**config.mk**
```make
export PLATFORM = sky130hd
export DESIGN_NAME = shift_rows_flat
export DESIGN_NICKNAME = d
export VERILOG_FILES = /design/src/rtl/aes_pkg.sv /design/src/rtl/shift_rows_if.sv /design/src/rtl/shift_rows_core.sv /design/src/rtl/shift_rows.sv /design/src/flat_wrapper.sv
export SDC_FILE = /design/constraint.sdc
export NUM_CORES = 1
export LEC_CHECK = 0
export ABC_AREA = 0
export CAP_MARGIN = 20
export CORE_UTILIZATION = 55
export CTS_BUF_LIST = sky130_fd_sc_hd__clkbuf_2
export CTS_CLUSTER_SIZE = 40
export DETAILED_ROUTE_END_ITERATION = 8
export DONT_BUFFER_PORTS = 1
export PLACE_DENSITY = 0.76
export SLEW_MARGIN = 15
export SYNTH_ARGS = -nofsm -noshare
export SYNTH_HDL_FRONTEND = slang
export SYNTH_SLANG_ARGS = --single-unit
```
**constraint.sdc**
```tcl
create_clock -name clk_i -period 2.6 [get_ports clk_i]
set_clock_uncertainty 0.1 [all_clocks]
set_input_delay 0.39 -clock clk_i [delete_from_list [all_inputs] [get_ports clk_i]]
set_output_delay 0.39 -clock clk_i [all_outputs]
set_load 0.05 [all_outputs]
```
**src/rtl/aes_pkg.sv**
```systemverilog
// Shared AES datapath definitions: widths, the 16-byte state type
// and the ShiftRows / InvShiftRows byte index tables.
package aes_pkg;

    localparam int AES_BLOCK_W = 128;
    localparam int AES_BYTE_W  = 8;

    // Packed with index 0 leftmost, so byte 0 is the MSB byte of the block.
    typedef logic [0:15][AES_BYTE_W-1:0] aes_state_t;

    typedef logic [3:0] aes_idx_t;

    // Output byte k takes input byte TABLE[k].
    localparam aes_idx_t SR_FWD_IDX [16] = '{
        4'd0,  4'd5,  4'd10, 4'd15,
        4'd4,  4'd9,  4'd14, 4'd3,
        4'd8,  4'd13, 4'd2,  4'd7,
        4'd12, 4'd1,  4'd6,  4'd11
    };

    localparam aes_idx_t SR_INV_IDX [16] = '{
        4'd0,  4'd13, 4'd10, 4'd7,
        4'd4,  4'd1,  4'd14, 4'd11,
        4'd8,  4'd5,  4'd2,  4'd15,
        4'd12, 4'd9,  4'd6,  4'd3
    };

endpackage

```
**src/rtl/shift_rows_if.sv**
```systemverilog
// Handshake bundle for the ShiftRows stage.
// slave: stage view (input side + output side); master: the driving environment.
interface shift_rows_if;
    import aes_pkg::*;

    logic                   valid_i;
    logic                   ready_o;
    logic                   inverse_i;
    logic [AES_BLOCK_W-1:0] block;
    logic [AES_BLOCK_W-1:0] shifted_block;
    logic                   valid_o;
    logic                   ready_i;

    modport slave (
        input  valid_i,
        input  inverse_i,
        input  block,
        input  ready_i,
        output ready_o,
        output shifted_block,
        output valid_o
    );

    modport master (
        output valid_i,
        output inverse_i,
        output block,
        output ready_i,
        input  ready_o,
        input  shifted_block,
        input  valid_o
    );

endinterface

```
**src/rtl/shift_rows_core.sv**
```systemverilog
// Combinational ShiftRows / InvShiftRows byte permutation.
// Ports: block (128b in), inverse (1 = InvShiftRows), result (128b out).
module shift_rows_core
    import aes_pkg::*;
(
    input  logic [AES_BLOCK_W-1:0] block,
    input  logic                   inverse,
    output logic [AES_BLOCK_W-1:0] result
);

    aes_state_t in_s;
    aes_state_t res_s;

    always_comb begin
        in_s  = aes_state_t'(block);
        res_s = '0;
        for (int k = 0; k < 16; k++) begin
            if (inverse) begin
                res_s[k] = in_s[SR_INV_IDX[k]];
            end else begin
                res_s[k] = in_s[SR_FWD_IDX[k]];
            end
        end
    end

    assign result = AES_BLOCK_W'(res_s);

endmodule

```
**src/rtl/shift_rows.sv**
```systemverilog
// Registered ShiftRows stage with valid/ready handshake (1-cycle latency).
// Ports: clk_i, reset_i (sync, active-high), bus (shift_rows_if.slave).
module shift_rows
    import aes_pkg::*;
(
    input  logic         clk_i,
    input  logic         reset_i,
    shift_rows_if.slave  bus
);

    logic                   valid_q;
    logic                   valid_d;
    logic [AES_BLOCK_W-1:0] data_q;
    logic [AES_BLOCK_W-1:0] data_d;
    logic [AES_BLOCK_W-1:0] perm;
    logic                   accept;

    shift_rows_core u_core (
        .block   (bus.block),
        .inverse (bus.inverse_i),
        .result  (perm)
    );

    // Single register, no skid: free when empty or being drained.
    // Reset term keeps ready high while the register is being cleared.
    assign bus.ready_o = ~valid_q | bus.ready_i | reset_i;

    assign accept = bus.valid_i & ~valid_q
                  | bus.valid_i & bus.ready_i;

    always_comb begin
        valid_d = valid_q;
        data_d  = data_q;
        if (accept) begin
            valid_d = 1'b1;
            data_d  = perm;
        end else if (bus.ready_i) begin
            valid_d = 1'b0;
        end
    end

    always_ff @(posedge clk_i) begin
        if (reset_i) begin
            valid_q <= 1'b0;
            data_q  <= '0;
        end else begin
            valid_q <= valid_d;
            data_q  <= data_d;
        end
    end

    assign bus.valid_o       = valid_q;
    assign bus.shifted_block = data_q;

endmodule

```
**src/flat_wrapper.sv**
```systemverilog
// flat-port wrapper written by rule: the top's interface ports become plain ports
module shift_rows_flat import aes_pkg::*;
  (clk_i, reset_i, bus_valid_i, bus_inverse_i, bus_block, bus_ready_i, bus_ready_o, bus_shifted_block, bus_valid_o);
  shift_rows_if bus_i ();
  input  logic clk_i;
  input  logic reset_i;
  input wire logic [$bits(bus_i.valid_i)-1:0] bus_valid_i;
  input wire logic [$bits(bus_i.inverse_i)-1:0] bus_inverse_i;
  input wire logic [$bits(bus_i.block)-1:0] bus_block;
  input wire logic [$bits(bus_i.ready_i)-1:0] bus_ready_i;
  output wire logic [$bits(bus_i.ready_o)-1:0] bus_ready_o;
  output wire logic [$bits(bus_i.shifted_block)-1:0] bus_shifted_block;
  output wire logic [$bits(bus_i.valid_o)-1:0] bus_valid_o;
  assign bus_i.valid_i = bus_valid_i;
  assign bus_i.inverse_i = bus_inverse_i;
  assign bus_i.block = bus_block;
  assign bus_i.ready_i = bus_ready_i;
  assign bus_ready_o = bus_i.ready_o;
  assign bus_shifted_block = bus_i.shifted_block;
  assign bus_valid_o = bus_i.valid_o;
  shift_rows u_core (.clk_i(clk_i), .reset_i(reset_i), .bus(bus_i));
endmodule
```
==> results of run 1 <==
-- per-stage QoR --
step	instance area [um2]	util [%]	hold WS [ps]	std cells
2_1_floorplan	5460	-	437	512
3_3_place_gp	5320	56.5	365	589
3_5_place_dp	5320	56.5	367	589
-- logic make-up after synthesis --
group / synth area share, %
buffers and inverters: 6.35
flip-flops: 47.3
AND/OR/NAND/NOR: 6.37
AO/OA/AOI/OAI: 28.3
multiplexers: 11.7
==> flow_summary_export.csv, run 1 <==
group,metric,value,unit
run_status,outcome,"aborted with a tool error",
run_status,lastStage,"clock tree synthesis",
run_status,stop_error,"[ERROR RSZ-0060] Max buffer count reached.",
yosys,ys_top_cells_by_count,"dfxtp_1 (129), a21oi_1 (65)",
placement,port_buffers,0,
clock_tree,cts_hold_buf,125,
yosys,synth-seq-cells,129,
die,std_cell_rows,35,
placement,dpl.hpwl,8.37,mm
yosys,yosysMostFrequentCell,"dfxtp_1",
clock_tree,cts_resized,0,
clock_tree,cts_max_level,4,
yosys,async_reset_ff_share,0,%
clock_tree,numCtsBuffers,17,
die,die_y,102,um
clock_tree,root_buffer,"clkbuf_2",
clock_tree,clock-sinks,129,
placement,place.gp.congestion,0.756,
yosys,avgSynthCellArea,10.7,um2
yosys,yosysWarningCount,0,
clock_tree,clockBufferDepth,2,
clock_tree,post_cts.repair.setup_buffers,0,
yosys,synth_top_cell_by_area,"dfxtp_1",
yosys,ys.flop_type,"dfxtp_1",
yosys,synth_edf_count,0,
yosys,seq_area_frac_synth,47.3,%
die,io_pins,263,
yosys,synthesis.instances,512,
yosys,yosysTopAreaCellShare,47.3,%
die,floorplan.initialDensity,58.0,%
yosys,yosysUniqueCellTypes,16,
yosys,netlist_area,5460,um2
yosys,synth_nets,645,
die,die_w,102,um
yosys,synth.area.top_cells,"dfxtp_1 (47%), a21bo_2 (12%), mux2i_1 (12%), o2bb2ai_1 (10%), a21oi_1 (6.0%)",
placement,dp_slack,910,ps
==> inputs of run 2 (changes only) <==
Settings changed: CORE_UTILIZATION 55 to 40, CTS_BUF_LIST sky130_fd_sc_hd__clkbuf_2 to default, CTS_CLUSTER_SIZE 40 to default, PLACE_DENSITY 0.76 to default, PLACE_DENSITY_LB_ADDON from default to 0.15.
==> flow_summary_export.csv, run 2 <==
group,metric,value,unit
worst_setup_path,rrSetupSlack,1000,ps
yosys,synthesis.instances,512,
run,max_cap_violations,0,
layout,nNetsFinal,613,
worst_setup_path,timing.rr.start,"u_core.bus.valid_o$_SDFFE_PP0P_",
layout,seq_area,2580,um2
placement,dp_slack,953,ps
sta,finalHoldWorstSlack,21.3,ps
detailed_routing,vias,3778,
die,die_y,119,um
placement,dpl.hpwl,8.17,mm
die,floorplan.initialDensity,41.1,%
yosys,async_reset_ff_share,0,%
global_routing,grt_max_degree,132,
global_routing,grt_pass1_vias,3674,
layout,final_cell_count_no_fill,668,
clock_tree,clkTransAtPathRegs,50,ps
yosys,yosysMostFrequentCell,"dfxtp_1",
worst_setup_path,worstSetupEndpoint,"bus_ready_o",
yosys,synthMuxAreaShare,11.7,%
worst_setup_path,slowest_stage,"or2_2",
clock_tree,root_buffer,"clkbuf_16",
power_and_ir_drop,power_per_cell_area,864,nW/um2
sta,tns,0,ps
clock_tree,cts_max_level,4,
detailed_routing,viasPerCell,5.66,
sta,post-route-period-util,70.0,%
layout,layout-drive-gt1-share,19.7,%
die,io_pins,263,
yosys,synth-seq-cells,129,
layout,final_cell_mix,"dfxtp_1 (129), a21oi_1 (65)",
yosys,synth_top_cell_by_area,"dfxtp_1",
yosys,yosysUniqueCellTypes,16,
worst_setup_path,path_max_fanout,5,
sta,max_freq,0.550,GHz
sta,fin_crit,1820,ps
worst_setup_path,criticalPathCategory,"register to output port",
yosys,ys.flop_type,"dfxtp_1",
layout,antennaDiodeCount,0,
sta,setup_ws,781,ps
sta,worst_pin_slew,716,ps
min_path,min_path_type,"input pin to register",
yosys,yosysTopAreaCellShare,47.3,%
yosys,seq_area_frac_synth,47.3,%
placement,port_buffers,0,
power_and_ir_drop,power_leakage,2.28,nW
worst_setup_path,critical_path.startpoint_type,"register",
sta,finalSetupViolCount,0,
yosys,synth_top_family_by_area,"compound AO/OA/AOI/OAI gates",
yosys,synth_fa_ha_area_share,0,%
run_status,outcome,"finished, final reports clean",
yosys,synthSimpleGateAreaFrac,6.37,%
worst_setup_path,worstPathArrival,1330,ps
sta,slew_viol_final,0,
yosys,netlist_area,5460,um2
yosys,synth_nets,645,
worst_setup_path,r2r_end,"u_core.bus.shifted_block[100]$_SDFFE_PP0P_",
die,die_w,119,um
power_and_ir_drop,ir_worst_vdd,0.385,mV
clock_tree,post_cts.repair.setup_buffers,0,
worst_setup_path,r2r_cells,4,
layout,syn2layout_area_growth,8.98,%
detailed_routing,wl_per_cell,19.2,um
yosys,yosysWarningCount,0,
clock_tree,clockBufferDepth,2,
worst_setup_path,endpoint_kind,"output port",
yosys,ys_top_cells_by_count,"dfxtp_1 (129), a21oi_1 (65)",
layout,multi_input_area,2530,um2
worst_setup_path,cp_slowest_stage_delay,430,ps
detailed_routing,drt-pass1-iter-count,6,
clock_tree,clk_latency,410,ps
worst_setup_path,worstPathRequired,2110,ps
die,std_cell_rows,42,
layout,layout_commonest_cell,"dfxtp_1",
detailed_routing,drt_iter0_drc,262,
placement,placed_cells,635,
sta,rsz0062_at_grt,"false",
layout,fillers,1277,
die,die_area,14100,um2
global_routing,grt_pass1_wl,19.7,mm
global_routing,grtUsageTotal,17.8,%
worst_setup_path,path_cells,"nand2b_4 -> or2_2",
clock_tree,numCtsBuffers,17,
detailed_routing,drc,0,
yosys,synth_xor_area_share,0,%
die,core_region_area,13300,um2
clock_tree,tritoncts,"yes",
worst_setup_path,cp-startpoint,"u_core.bus.valid_o$_SDFFE_PP0P_",
global_routing,grt_antenna_before_repair,0,
clock_tree,clock-sinks,129,
detailed_routing,drt_wl_total,12.8,mm
yosys,avgSynthCellArea,10.7,um2
yosys,synth.area.top_cells,"dfxtp_1 (47%), a21bo_2 (12%), mux2i_1 (12%), o2bb2ai_1 (10%), a21oi_1 (6.0%)",
yosys,synth_edf_count,0,
yosys,synth-compound-area-share,28.3,%
layout,largest_reg_flops,128,
sta,slew_headroom,52.3,%
clock_tree,cts_resized,0,
placement,place.gp.congestion,0.729,
sta,finalHoldViolations,0,
detailed_routing,ant_nets,0,
global_routing,grt.overflow.total,0,
## run 2: cell families (layout without fill, tap and decap cells)
| kind of cell | count (synthesis) | after routing |
|---|---|---|
| AO/OA/AOI/OAI | 194 | 194 |
| flip-flops | 129 | 129 |
| AND/OR/NAND/NOR | 67 | 67 |
| multiplexers | 64 | 64 |
| buffers and inverters | 58 | 38 |
## run 2: worst min path at each step
stage              startpoint                                    endpoint  cells past startpoint
3_3_place_gp          reset_i   u_core.bus.shifted_block[47]$_SDFFE_PP0P_                      1
6_report        bus_block[58]   u_core.bus.shifted_block[58]$_SDFFE_PP0P_                      2
4_1_cts         bus_block[58]   u_core.bus.shifted_block[58]$_SDFFE_PP0P_                      2
5_1_grt        bus_block[126]  u_core.bus.shifted_block[126]$_SDFFE_PP0P_                      2
3_5_place_dp          reset_i   u_core.bus.shifted_block[47]$_SDFFE_PP0P_                      1
2_1_floorplan   bus_block[40]  u_core.bus.shifted_block[104]$_SDFFE_PP0P_                      2
## run 2: what timing repair did
action	CTS	global route
setup endpoints to repair	0	0
hold buffers	2	0
endpoints found under the hold margin	65	0
## run 2: stage by stage
stage / utilization, % / instance area (um2) / power (mW)
after CTS: 44.8 / 5950 / 5.20
after floorplan: - / 5460 / 3.00
after global placement: 40.5 / 5380 / 2.99
after detailed placement: 40.5 / 5380 / 3.00
after global routing: 44.8 / 5950 / 5.35
final: 44.8 / 5950 / 5.14
## run 2: power breakdown
| group | internal, mW | switching, mW |
|---|---|---|
| Combinational | 0.175 | 0.155 |
| Clock | 1.35 | 0.815 |
| Sequential | 2.11 | 0.534 |
| Total | 3.64 | 1.50 |
## run 2: worst max-delay path: cells and delay by family (launching register included)
family,cells,cell delay [ps]
and+or+nand+nor,2,540
DFF,1,380
## run 2: area by class of cell
| type | count | area share, % |
|---|---|---|
| Multi-Input combinational cell | 325 | 42.5 |
| Clock inverter | 6 | 0.967 |
| Clock buffer | 25 | 7.99 |
| Inverter | 1 | 0.0631 |
| Tap cell | 176 | 3.70 |
| Sequential cell | 129 | 43.4 |
| Timing Repair Buffer | 6 | 1.35 |
## run 2: layer usage
| metal | share of wire (%) | track usage (%) | vias to the layer above |
|---|---|---|---|
| met5 | 0 | 0 | - |
| met4 | 2.1 | 8.23 | 0 |
| met3 | 12 | 9.48 | 20 |
| met2 | 47 | 28.5 | 170 |
| met1 | 40 | 19.3 | 1758 |
| li1 | - | - | 1830 |
No activity file was read; power rests on OpenSTA's default activity.
==> inputs of run 3 (changes only) <==
Clock period 2.6 ns to 1.54 ns, I/O delays scaled along.
==> flow_summary_export.csv, run 3 (synthesis gave the netlist of run 2 again) <==
group,metric,value,unit
sta,slew_viol_final,0,
layout,largest_reg_flops,128,
sta,setup_ws,-5.84,ps
layout,final_cell_count_no_fill,877,
worst_setup_path,timing.rr.start,"u_core.bus.valid_o$_SDFFE_PP0P_",
run_status,outcome,"finished, violations left",
sta,fin_crit,1550,ps
sta,worst_pin_slew,607,ps
placement,placed_cells,701,
power_and_ir_drop,ir_worst_vdd,0.714,mV
layout,layout-drive-gt1-share,26.5,%
global_routing,grt_max_degree,132,
worst_setup_path,criticalPathCategory,"input pin to register",
placement,dp_slack,221,ps
global_routing,grt.overflow.total,0,
detailed_routing,viasPerCell,5.46,
placement,port_buffers,0,
die,die_y,119,um
sta,max_freq,0.647,GHz
worst_setup_path,cp-startpoint,"bus_block[116]",
worst_setup_path,critical_path.startpoint_type,"input pin",
clock_tree,clk_latency,410,ps
detailed_routing,drt_iter0_drc,308,
detailed_routing,wl_per_cell,20.3,um
global_routing,grtUsageTotal,23.2,%
global_routing,grt_pass1_vias,4760,
layout,final_cell_mix,"dlygate4sd3_1 (128), dfxtp_1 (128), buf_4 (73)",
detailed_routing,drc,0,
clock_tree,cts_max_level,4,
detailed_routing,ant_nets,0,
worst_setup_path,endpoint_kind,"register",
clock_tree,clock-sinks,129,
detailed_routing,drt-pass1-iter-count,4,
worst_setup_path,worstPathArrival,1770,ps
die,die_w,119,um
die,core_region_area,13300,um2
worst_setup_path,path_max_fanout,2,
clock_tree,numCtsBuffers,17,
clock_tree,clkTransAtPathRegs,60,ps
sta,finalSetupViolCount,1,
layout,syn2layout_area_growth,47.3,%
sta,finalHoldWorstSlack,-220,ps
die,io_pins,263,
global_routing,grt_antenna_before_repair,2,
die,floorplan.initialDensity,41.1,%
clock_tree,clockBufferDepth,2,
sta,finalHoldViolations,65,
layout,nNetsFinal,819,
clock_tree,tritoncts,"yes",
detailed_routing,drt_wl_total,17.8,mm
detailed_routing,vias,4790,
placement,place.gp.congestion,0.756,
min_path,min_path_type,"input pin to register",
worst_setup_path,worstPathRequired,1760,ps
die,std_cell_rows,42,
clock_tree,root_buffer,"clkbuf_16",
die,die_area,14100,um2
power_and_ir_drop,power_leakage,3.33,nW
run,max_cap_violations,0,
global_routing,grt_pass1_wl,25.4,mm
sta,slew_headroom,59.5,%
sta,post-route-period-util,100,%
run_status,violations,"negative hold slack, negative setup slack",
layout,fin_util,60.5,%
min_path,min_from,"reset_i",
placement,dpl.hpwl,8.66,mm
power_and_ir_drop,power.total,9.78,mW
power_and_ir_drop,power_per_cell_area,1220,nW/um2
clock_tree,cts_hold_buf,128,
[run 3: changes by cell type in the layout (fill, tap and decap cells not counted), sizes merged]
cell,before,now
buf,5,79
bufbuf,0,2
diode,0,2
dlygate4sd3,1,128
bufinv,1,3
clkinv,4,6
[run 3: worst paths after layout]
kind                                                to  slack (ps)  depth (start not counted)
max          u_core.bus.shifted_block[84]$_SDFFE_PP0P_          -6                          4
min          u_core.bus.shifted_block[31]$_SDFFE_PP0P_        -220                          1
max reg2reg  u_core.bus.shifted_block[84]$_SDFFE_PP0P_          20                          6
min reg2reg  u_core.bus.shifted_block[13]$_SDFFE_PP0P_         460                          2
[run 3: worst max-delay path, stage by stage]
cell and delay (ps):
dlygate4sd3_1 620, mux2i_1 110, dlygate4sd3_1 600, o2bb2ai_1 210
[run 3: per-layer routing]
metal	track usage, %	routed length, um	up-vias
met1	24.7	6740	2280
met4	9.81	431	0
met2	39.7	8960	229
li1	-	-	2247
met5	0	0	-
met3	10.2	1670	34
[run 3: final cells by class]
cell class | instances | area (um2)
diodes | 2 | 5.00
clock buffers | 22 | 484
clock inverters | 10 | 131
fillers | 1047 | 5260
inverters | 1 | 3.75
multi-input cells | 325 | 2550
flip-flops and latches | 129 | 2590
well taps | 176 | 220
repair buffers | 212 | 2060
[run 3: metrics by stage]
| stage | area [um2] | setup TNS, ps |
|---|---|---|
| 2_1_floorplan | 5470 | 0 |
| 6_report | 8040 | -5.84 |
| 3_3_place_gp | 5920 | 0 |
| 3_5_place_dp | 5920 | 0 |
| 5_1_grt | 8040 | -67.5 |
| 4_1_cts | 7910 | -423 |
[run 3: where the power goes]
group	switching [mW]	total (mW)	internal, mW
clock network	1.45	4.16	2.70
logic	0.763	1.51	0.742
registers	0.554	4.11	3.56
[run 3: timing repair]
item / CTS / global route
gates resized for setup: 0 / 5
setup endpoints to repair: 1 / 99
cloned: 2 / 6
hold endpoints to repair: 129 / 65
pin swaps: 1 / 3
buffers inserted: 4 / 4
